<file path="src/rtl/axi4l_pkg.sv">
// rtl/axi4l_pkg.sv - shared AXI4-Lite types for the on-chip RAM slave
package axi4l_pkg;

  typedef logic [31:0] addr_t;
  typedef logic [31:0] data_t;
  typedef logic [3:0]  strb_t;
  typedef logic [2:0]  prot_t;

  typedef enum logic [1:0] {
    OKAY   = 2'd0,
    EXOKAY = 2'd1,
    SLVERR = 2'd2,
    DECERR = 2'd3
  } resp_t;

endpackage

</file>
<file path="src/rtl/axi4l_ram32_if.sv">
// rtl/axi4l_ram32_if.sv - AXI4-Lite bus bundle with master/slave views
interface axi4l_ram32_if;
  import axi4l_pkg::*;

  logic  awvalid;
  logic  awready;
  addr_t awaddr;
  prot_t awprot;
  logic  wvalid;
  logic  wready;
  data_t wdata;
  strb_t wstrb;
  logic  bvalid;
  logic  bready;
  resp_t bresp;
  logic  arvalid;
  logic  arready;
  addr_t araddr;
  prot_t arprot;
  logic  rvalid;
  logic  rready;
  data_t rdata;
  resp_t rresp;

  modport master (
    output awvalid, awaddr, awprot, wvalid, wdata, wstrb, bready,
    output arvalid, araddr, arprot, rready,
    input  awready, wready, bvalid, bresp, arready, rvalid, rdata, rresp
  );

  modport slave (
    input  awvalid, awaddr, awprot, wvalid, wdata, wstrb, bready,
    input  arvalid, araddr, arprot, rready,
    output awready, wready, bvalid, bresp, arready, rvalid, rdata, rresp
  );

endinterface

</file>
<file path="src/rtl/dpram32_be.sv">
// rtl/dpram32_be.sv - 32-bit dual-port RAM, byte-enabled write port, registered read port
module dpram32_be
  import axi4l_pkg::*;
#(
  parameter int DEPTH = 4,
  localparam int IW = (DEPTH > 1) ? $clog2(DEPTH) : 1
) (
  input  logic          clk,
  input  logic          rst,
  input  logic          we,
  input  logic [IW-1:0] waddr,
  input  strb_t         wstrb,
  input  data_t         wdata,
  input  logic          re,
  input  logic [IW-1:0] raddr,
  output data_t         rdata
);

  data_t mem [DEPTH];

  // Contents survive reset; only the read register is cleared.
  always_ff @(posedge clk) begin
    if (we) begin
      for (int i = 0; i < 4; i++) begin
        if (wstrb[i]) mem[waddr][8*i +: 8] <= wdata[8*i +: 8];
      end
    end
  end

  always_ff @(posedge clk or posedge rst) begin
    if (rst)     rdata <= '0;
    else if (re) rdata <= mem[raddr];
  end

endmodule

</file>
<file path="src/rtl/axi4l_ram32.sv">
// rtl/axi4l_ram32.sv - AXI4-Lite slave over a byte-addressable dual-port RAM
module axi4l_ram32
  import axi4l_pkg::*;
#(
  parameter int SIZE = 'h10
) (
  input  logic          aclk,
  input  logic          areset,
  axi4l_ram32_if.slave  s
);

  localparam int AW    = $clog2(SIZE) - 2;
  localparam int WORDS = SIZE / 4;

  logic          valid_write_address;
  logic          valid_write_data;
  logic          valid_read_address;
  logic [AW-1:0] waddr;
  logic [AW-1:0] raddr;
  data_t         wdata_hold;
  strb_t         wstrb_hold;
  logic          bvalid_q;
  resp_t         bresp_q;
  logic          rvalid_q;
  resp_t         rresp_q;
  data_t         ram_rdata;

  logic write_response_stall;
  logic read_response_stall;
  logic write_fire;
  logic read_fire;

  assign write_response_stall = bvalid_q && !s.bready;
  assign read_response_stall  = rvalid_q && !s.rready;
  assign write_fire = valid_write_address && valid_write_data && !write_response_stall;
  assign read_fire  = valid_read_address && !read_response_stall;

  // Ready straight from the hold flags: no combinational path from valid to ready.
  assign s.awready = !valid_write_address;
  assign s.wready  = !valid_write_data;
  assign s.arready = !valid_read_address;
  assign s.bvalid  = bvalid_q;
  assign s.bresp   = bresp_q;
  assign s.rvalid  = rvalid_q;
  assign s.rresp   = rresp_q;
  assign s.rdata   = ram_rdata;

  always_ff @(posedge aclk or posedge areset) begin
    if (areset) begin
      valid_write_address <= 1'b0;
      waddr               <= '0;
      valid_write_data    <= 1'b0;
      wdata_hold          <= '0;
      wstrb_hold          <= '0;
      bvalid_q            <= 1'b0;
      bresp_q             <= OKAY;
    end else begin
      if (s.awvalid && !valid_write_address) begin
        valid_write_address <= 1'b1;
        waddr               <= s.awaddr[AW+1:2];
      end else if (write_fire) begin
        valid_write_address <= 1'b0;
      end

      if (s.wvalid && !valid_write_data) begin
        valid_write_data <= 1'b1;
        wdata_hold       <= s.wdata;
        wstrb_hold       <= s.wstrb;
      end else if (write_fire) begin
        valid_write_data <= 1'b0;
      end

      if (write_fire) begin
        bvalid_q <= 1'b1;
        bresp_q  <= OKAY;
      end else if (s.bready) begin
        bvalid_q <= 1'b0;
      end
    end
  end

  always_ff @(posedge aclk or posedge areset) begin
    if (areset) begin
      valid_read_address <= 1'b0;
      raddr              <= '0;
      rvalid_q           <= 1'b0;
      rresp_q            <= OKAY;
    end else begin
      if (s.arvalid && !valid_read_address) begin
        valid_read_address <= 1'b1;
        raddr              <= s.araddr[AW+1:2];
      end else if (read_fire) begin
        valid_read_address <= 1'b0;
      end

      if (read_fire) begin
        rvalid_q <= 1'b1;
        rresp_q  <= OKAY;
      end else if (s.rready) begin
        rvalid_q <= 1'b0;
      end
    end
  end

  // Same-word read and write on one edge: the read register samples the old word.
  dpram32_be #(
    .DEPTH (WORDS)
  ) u_ram (
    .clk   (aclk),
    .rst   (areset),
    .we    (write_fire),
    .waddr (waddr),
    .wstrb (wstrb_hold),
    .wdata (wdata_hold),
    .re    (read_fire),
    .raddr (raddr),
    .rdata (ram_rdata)
  );

  logic unused;
  assign unused = ^{s.awprot, s.arprot, s.awaddr[31:AW+2], s.awaddr[1:0],
                    s.araddr[31:AW+2], s.araddr[1:0]};

endmodule

</file>
<file path="src/flat_wrapper.sv">
// flat-port wrapper written by rule: the top's interface ports become plain ports
module axi4l_ram32_flat import axi4l_pkg::*;
#(
  parameter int SIZE = 'h10
)
  (aclk, areset, s_awvalid, s_awaddr, s_awprot, s_wvalid, s_wdata, s_wstrb, s_bready, s_arvalid, s_araddr, s_arprot, s_rready, s_awready, s_wready, s_bvalid, s_bresp, s_arready, s_rvalid, s_rdata, s_rresp);
  axi4l_ram32_if s_i ();
  input  logic aclk;
  input  logic areset;
  input wire logic [$bits(s_i.awvalid)-1:0] s_awvalid;
  input wire logic [$bits(s_i.awaddr)-1:0] s_awaddr;
  input wire logic [$bits(s_i.awprot)-1:0] s_awprot;
  input wire logic [$bits(s_i.wvalid)-1:0] s_wvalid;
  input wire logic [$bits(s_i.wdata)-1:0] s_wdata;
  input wire logic [$bits(s_i.wstrb)-1:0] s_wstrb;
  input wire logic [$bits(s_i.bready)-1:0] s_bready;
  input wire logic [$bits(s_i.arvalid)-1:0] s_arvalid;
  input wire logic [$bits(s_i.araddr)-1:0] s_araddr;
  input wire logic [$bits(s_i.arprot)-1:0] s_arprot;
  input wire logic [$bits(s_i.rready)-1:0] s_rready;
  output wire logic [$bits(s_i.awready)-1:0] s_awready;
  output wire logic [$bits(s_i.wready)-1:0] s_wready;
  output wire logic [$bits(s_i.bvalid)-1:0] s_bvalid;
  output wire logic [$bits(s_i.bresp)-1:0] s_bresp;
  output wire logic [$bits(s_i.arready)-1:0] s_arready;
  output wire logic [$bits(s_i.rvalid)-1:0] s_rvalid;
  output wire logic [$bits(s_i.rdata)-1:0] s_rdata;
  output wire logic [$bits(s_i.rresp)-1:0] s_rresp;
  assign s_i.awvalid = s_awvalid;
  assign s_i.awaddr = s_awaddr;
  assign s_i.awprot = s_awprot;
  assign s_i.wvalid = s_wvalid;
  assign s_i.wdata = s_wdata;
  assign s_i.wstrb = s_wstrb;
  assign s_i.bready = s_bready;
  assign s_i.arvalid = s_arvalid;
  assign s_i.araddr = s_araddr;
  assign s_i.arprot = s_arprot;
  assign s_i.rready = s_rready;
  assign s_awready = s_i.awready;
  assign s_wready = s_i.wready;
  assign s_bvalid = s_i.bvalid;
  assign s_bresp = s_i.bresp;
  assign s_arready = s_i.arready;
  assign s_rvalid = s_i.rvalid;
  assign s_rdata = s_i.rdata;
  assign s_rresp = s_i.rresp;
  axi4l_ram32 #(.SIZE(SIZE)) u_core (.aclk(aclk), .areset(areset), .s(s_i));
endmodule
</file>
<file path="config.mk">
export PLATFORM = sky130hd
export DESIGN_NAME = axi4l_ram32_flat
export DESIGN_NICKNAME = d
export VERILOG_FILES = /design/src/rtl/axi4l_pkg.sv /design/src/rtl/axi4l_ram32_if.sv /design/src/rtl/dpram32_be.sv /design/src/rtl/axi4l_ram32.sv /design/src/flat_wrapper.sv
export SDC_FILE = /design/constraint.sdc
export NUM_CORES = 1
export LEC_CHECK = 0
export ABC_AREA = 1
export BUFFER_PORTS_ARGS = -buffer_cell sky130_fd_sc_hd__buf_2
export CAP_MARGIN = 10
export CORE_UTILIZATION = 40
export DETAILED_ROUTE_END_ITERATION = 8
export GPL_ROUTABILITY_DRIVEN = 0
export PLACE_DENSITY = 0.69
export SYNTH_ARGS = -nofsm -noshare
export SYNTH_HDL_FRONTEND = slang
export SYNTH_SLANG_ARGS = --single-unit
export TNS_END_PERCENT = 20
</file>
<file path="constraint.sdc">
create_clock -name aclk -period 4.6 [get_ports aclk]
set_input_delay 0 -clock aclk [delete_from_list [all_inputs] [get_ports aclk]]
set_output_delay 0 -clock aclk [all_outputs]
set_load 0.1 [all_outputs]
</file>
== Yosys cells after proc, flatten, opt, wreduce, memory -nomap -nowiden ==
Memories as Yosys holds them, arrays and structs flattened. A register that Yosys moved wholly into a read port is not among the register bits.
Index checks and enable logic that the tools add are counted.

* Output and inout bits: 41
* Register bits: 45
* Memory bits (read-only): 0
* Bits of input ports: 113
* Memories: 1
* Bits in writable memories: 128
* Word-level logic and storage cells: 51
* Latch bits: 0

{| class="wikitable"
|+ Memory list
! name !! words !! bits a word !! read ports !! clocked after memory_dff !! write ports !! RTL line !! source
|-
| u_core.u_ram.mem || 4 || 32 || 1 || 1 || 1 || dpram32_be.sv:19 || <nowiki>data_t mem [DEPTH];</nowiki>
|}

* Magnitude comparators: 0
* Mux-type cells: 21
* Divide/modulo/power cells: 0
* Shift operators: 0
* Reduce and logical (&&, ||, !) cells: 20
* $add $sub $neg: 0
* Equality and inequality tests: 0
* Bitwise operators: 0
* Multipliers: 0

{| class="wikitable"
|+ Operators with widths
! cell !! count
|-
| two-way mux 1 bit || 21
|-
| nonzero test 2 bit || 5
|-
| logical AND 1 bit || 8
|-
| zero test 1 bit || 7
|}

== Longest topological paths before layout ==
* Depth in word-level cells: 6
* Gate-level depth with buffers: 8
* Mapped depth without buffers: 6

== By module ==
From an unflattened synthesis, not the netlist that was laid out.

* Cell total of the unflattened synthesis: 868
* Area total of the unflattened synthesis: 8569.5 µm²

{| class="wikitable"
|+ By module, submodules not included
! module !! cells an instance !! area each (µm²) !! instances
|-
| dpram32_be || 665 || 6718.9 || 1
|-
| axi4l_ram32 || 203 || 1850.5 || 1
|}

== Worst setup path before layout ==
OpenSTA, ideal clock, no wires.

* Path type: register to register
* From: reg u_core.bvalid_q (netlist: u_core.s.bvalid)
* To: mem u_core.u_ram.mem[0][0] in the netlist's numbering (enable)
* Arrival time: 1617 ps
* Data required time: 4230 ps
* Cell stages (with the launch flop): 4
* Setup slack: 2613 ps
* Library setup time: 370 ps
* Path through: dfrtp_1 -> a21oi_2 -> nand2_1 -> nor2_1

* Cells in the longest elaborated chain, start to end: 5

{| class="wikitable"
|+ Ends and longest elaborated chain
! what !! RTL line !! source
|-
| start: declaration || axi4l_ram32.sv:22 || <nowiki>logic bvalid_q;</nowiki>
|-
| start signal: assignment || axi4l_ram32.sv:55 || <nowiki>bvalid_q <= 1'b0;</nowiki>
|-
| start signal: assignment || axi4l_ram32.sv:74 || <nowiki>bvalid_q <= 1'b1;</nowiki>
|-
| start signal: assignment || axi4l_ram32.sv:77 || <nowiki>bvalid_q <= 1'b0;</nowiki>
|-
| logical AND 1 bit || axi4l_ram32.sv:33 || <nowiki>assign write_response_stall = bvalid_q && !s.bready;</nowiki>
|-
| zero test 1 bit || axi4l_ram32.sv:35 || <nowiki>assign write_fire = valid_write_address && valid_write_data && !write_response_stall;</nowiki>
|-
| logical AND 1 bit || axi4l_ram32.sv:35 ||
|-
| two-way mux 1 bit || dpram32_be.sv:23 || <nowiki>if (we) begin</nowiki>
|-
| two-way mux 1 bit (not written as such) || dpram32_be.sv:25 || <nowiki>if (wstrb[i]) mem[waddr][8*i +: 8] <= wdata[8*i +: 8];</nowiki>
|-
| end: declaration || dpram32_be.sv:19 ||
|}

Every way passes these cells.

==> results.ini <==
[power_and_ir_drop]
p_int_mw=3.942
p_leak_nw=4.990
combPwrFrac_pct=34.2
seqPwrFrac_pct=41.8
p_switching_mw=2.805
total_power_mw=6.748
power.density_mw_per_mm2=658.8
clockPowerShare_pct=24.0
swShare_pct=41.58
peakVddDrop_mv=0.4077

[logic_synthesis]
synth_xor_area_share_pct=0
ys_warn_count=0
syn_area_per_cell_um2=9.876
ys_top_cells_by_count=nand2_1, inv_1, edfxtp_1
synth-compound-area-share_pct=0.5156
muxShareOfSynthArea_pct=0
ys_seq_area_share_pct=67.94
ys_ff_latch=205
netlist.area_leader.share_pct=45.26
synth_flop_cell=edfxtp_1
syn-cell-area_mm2=0.008493
synth_most_common_cell=nand2_1
syn-instance-count=860
synth-simple-area-share_pct=22.08
synthTopCellsByArea=edfxtp_1, dfrtp_1, nand2_1
synthAdderAreaFrac_pct=0
synth_top_family_by_area=simple AND/OR/NAND/NOR gates
synth_edf_count=128
yosysTopAreaCell=edfxtp_1
async_flop_share_pct=37.56
synth_cell_types=16

[setup_path]
crit_slowest_cell=inv_2
criticalPathCategory=reg -> reg
cp_max_fo=65
required_ns=4.96
cpPeakStageDelay_ns=0.92
crit_path_start_kind=register
end_kind=register
worst_ep_arrival_time_ns=2.96
crit_chain=buf_4 > inv_2 > a21oi_1 > dlygate4sd3_1

[sta]
maxSlewViolCount=0
hold_viol=0
finalSetupViolCount=0
relSlewSlack_pct=24.58
max_freq_mhz=385.1
finalClockSkew_ns=0.01319
post-route-min-period_ns=2.597
fin_crit_sh_pct=56.45
setup_tns_ns=0
rsz0062_at_grt=false
worst_slew_pin_slew_ns=1.130

[final_layout]
drive_above_1_share_pct=12.70
area_delta_synth_final_pct=20.59
fin_nets=1099
diodes=0

[clock_network]
clock-root-buffer=clkbuf_16
worstSkewPairLatency_ns=0.49
cts_tree=built
clock_sinks=205
cts_htree_levels=1
cts-buffers-inserted=21
post_cts.repair.setup_buffers=0
clk_pin_slew_worst_paths_ns=0.06
cts.path.max_buffers=3
ctsResizeCount=0

[detailed_routing]
num_vias=5705
drt_iter0_drc=313
via_per_inst=4.492
drcViolationCount=0
routed_wl_mm=17.13
wl_per_cell_um=13.49
ant_nets=0
first_pass_iters=4

[grt]
grt_start_max_net_pins=66
grt_pass1_vias=5602
antenna_found_initial=0
grt_pass1_wl_mm=27.73
grt.overflow.total=0
grt_usage_pct=16.26

[floorplan]
die_y_um=147.7
dieArea_mm2=0.02182
die-width_um=147.7
core_area_mm2=0.02049
fp-row-count=52
start_util_pct=41.44
io_pins=154

[placed_design]
dpl.hpwl_mm=10.09
numPortBuffers=83

[hold_path]
hp-class=in -> reg

[status]
status=finished clean

[job]
cap_viol_max_count=0

[metal layers]
layer	up-vias	track usage, %	routed length, um	part of all wire [%]
met5	-	0	0	0
met4	0	5.258	299	1.7
met3	21	1.852	777	4.5
met2	119	29.06	8567	50
met1	2644	20.56	7487	44
li1	2921	-	-	-
[logic make-up after synthesis]
logic type      count (synthesis)
buf+inv                       181
compound gates                  8
other cells                     1
flops                         205
simple gates                  465
[worst max-delay path: cells and delay by family, from the launching register on]
| kind | cells | cell delay (ns) |
|---|---|---|
| buffers and inverters | 3 | 1.84 |
| AO/OA/AOI/OAI | 1 | 0.16 |
| flip-flops | 1 | 0.38 |
[layout by cell type, fill, tap and decap left out, drive strengths merged]
| master | netlist | final |
|---|---|---|
| dlygate4sd3 | 0 | 53 |
| conb | 1 | 4 |
| clkbuf | 4 | 31 |
| nand2 | 345 | 345 |
| o21ai | 3 | 3 |
| a21oi | 5 | 5 |
| buf | 38 | 89 |
| nand3 | 100 | 100 |
| bufinv | 0 | 1 |
| dfrtp | 77 | 77 |
| inv | 139 | 139 |
| clkinvlp | 0 | 1 |
| nor2 | 20 | 20 |
| edfxtp | 128 | 128 |
| clkinv | 0 | 4 |
[sequential cells by signal, summed over array words and instances, names as in the netlist]
register,cells
u_core.u_ram.mem,128
u_core.u_ram.rdata,32
u_core.wdata_hold,32
u_core.wstrb_hold,4
u_core.raddr,2
u_core.waddr,2
u_core.s.bvalid,1
u_core.s.rvalid,1
u_core.valid_read_address,1
u_core.valid_write_address,1
u_core.valid_write_data,1
[through the flow]
stage	setup slack [ns]	cell area, um^2	std cells	util, %	hold WS [ns]
finish	2.003	10240	1270	49.98	0.08994
detailed placement	2.177	9020	1179	44.01	0.2327
CTS	2.093	10210	1269	49.84	0.09151
global placement	2.215	9020	1179	44.01	0.2358
floorplan	2.613	8504	863	-	0.1446
global route	1.864	10240	1270	49.98	0.1212
[layout make-up]
cell class              instances  area, um^2
flip-flops and latches        205        5772
clock inverters                 6       61.31
clock buffers                  31       603.1
inverters                     139       523.0
well taps                     270       337.8
fillers                      1862       10250
repair buffers                142        1011
multi-input cells             477        1934
[power by group through the flow]
| stage | clock (mW) | combinational, mW | sequential, mW |
|---|---|---|---|
| floorplan | 0 | 0.868 | 3.80 |
| global placement | 0 | 2.24 | 2.83 |
| detailed placement | 0 | 2.26 | 2.85 |
| CTS | 1.64 | 2.32 | 2.82 |
| global route | 1.72 | 2.48 | 2.88 |
| finish | 1.62 | 2.31 | 2.82 |
[final timing paths]
path | from | endpoint | slack [ns] | depth (start not counted)
max reg2reg | u_core.raddr[0] | u_core.raddr[0] | 2.00 | 4
max | u_core.raddr[0] | u_core.raddr[0] | 2.00 | 4
min in group asynchronous | areset | u_core.wdata_hold[27] | 0.25 | 3
min | s_wvalid | u_core.wstrb_hold[0] | 0.09 | 4
min reg2reg | u_core.u_ram.rdata[25] | u_core.u_ram.rdata[25] | 0.47 | 2
max in group asynchronous | areset | u_core.raddr[0] | 3.43 | 4
[timing repair]
action,in CTS,in global routing
endpoints found under the hold margin,96,0
hold buffers,53,0
setup endpoints to repair,0,0
No activity file was read; power rests on OpenSTA's default activity.
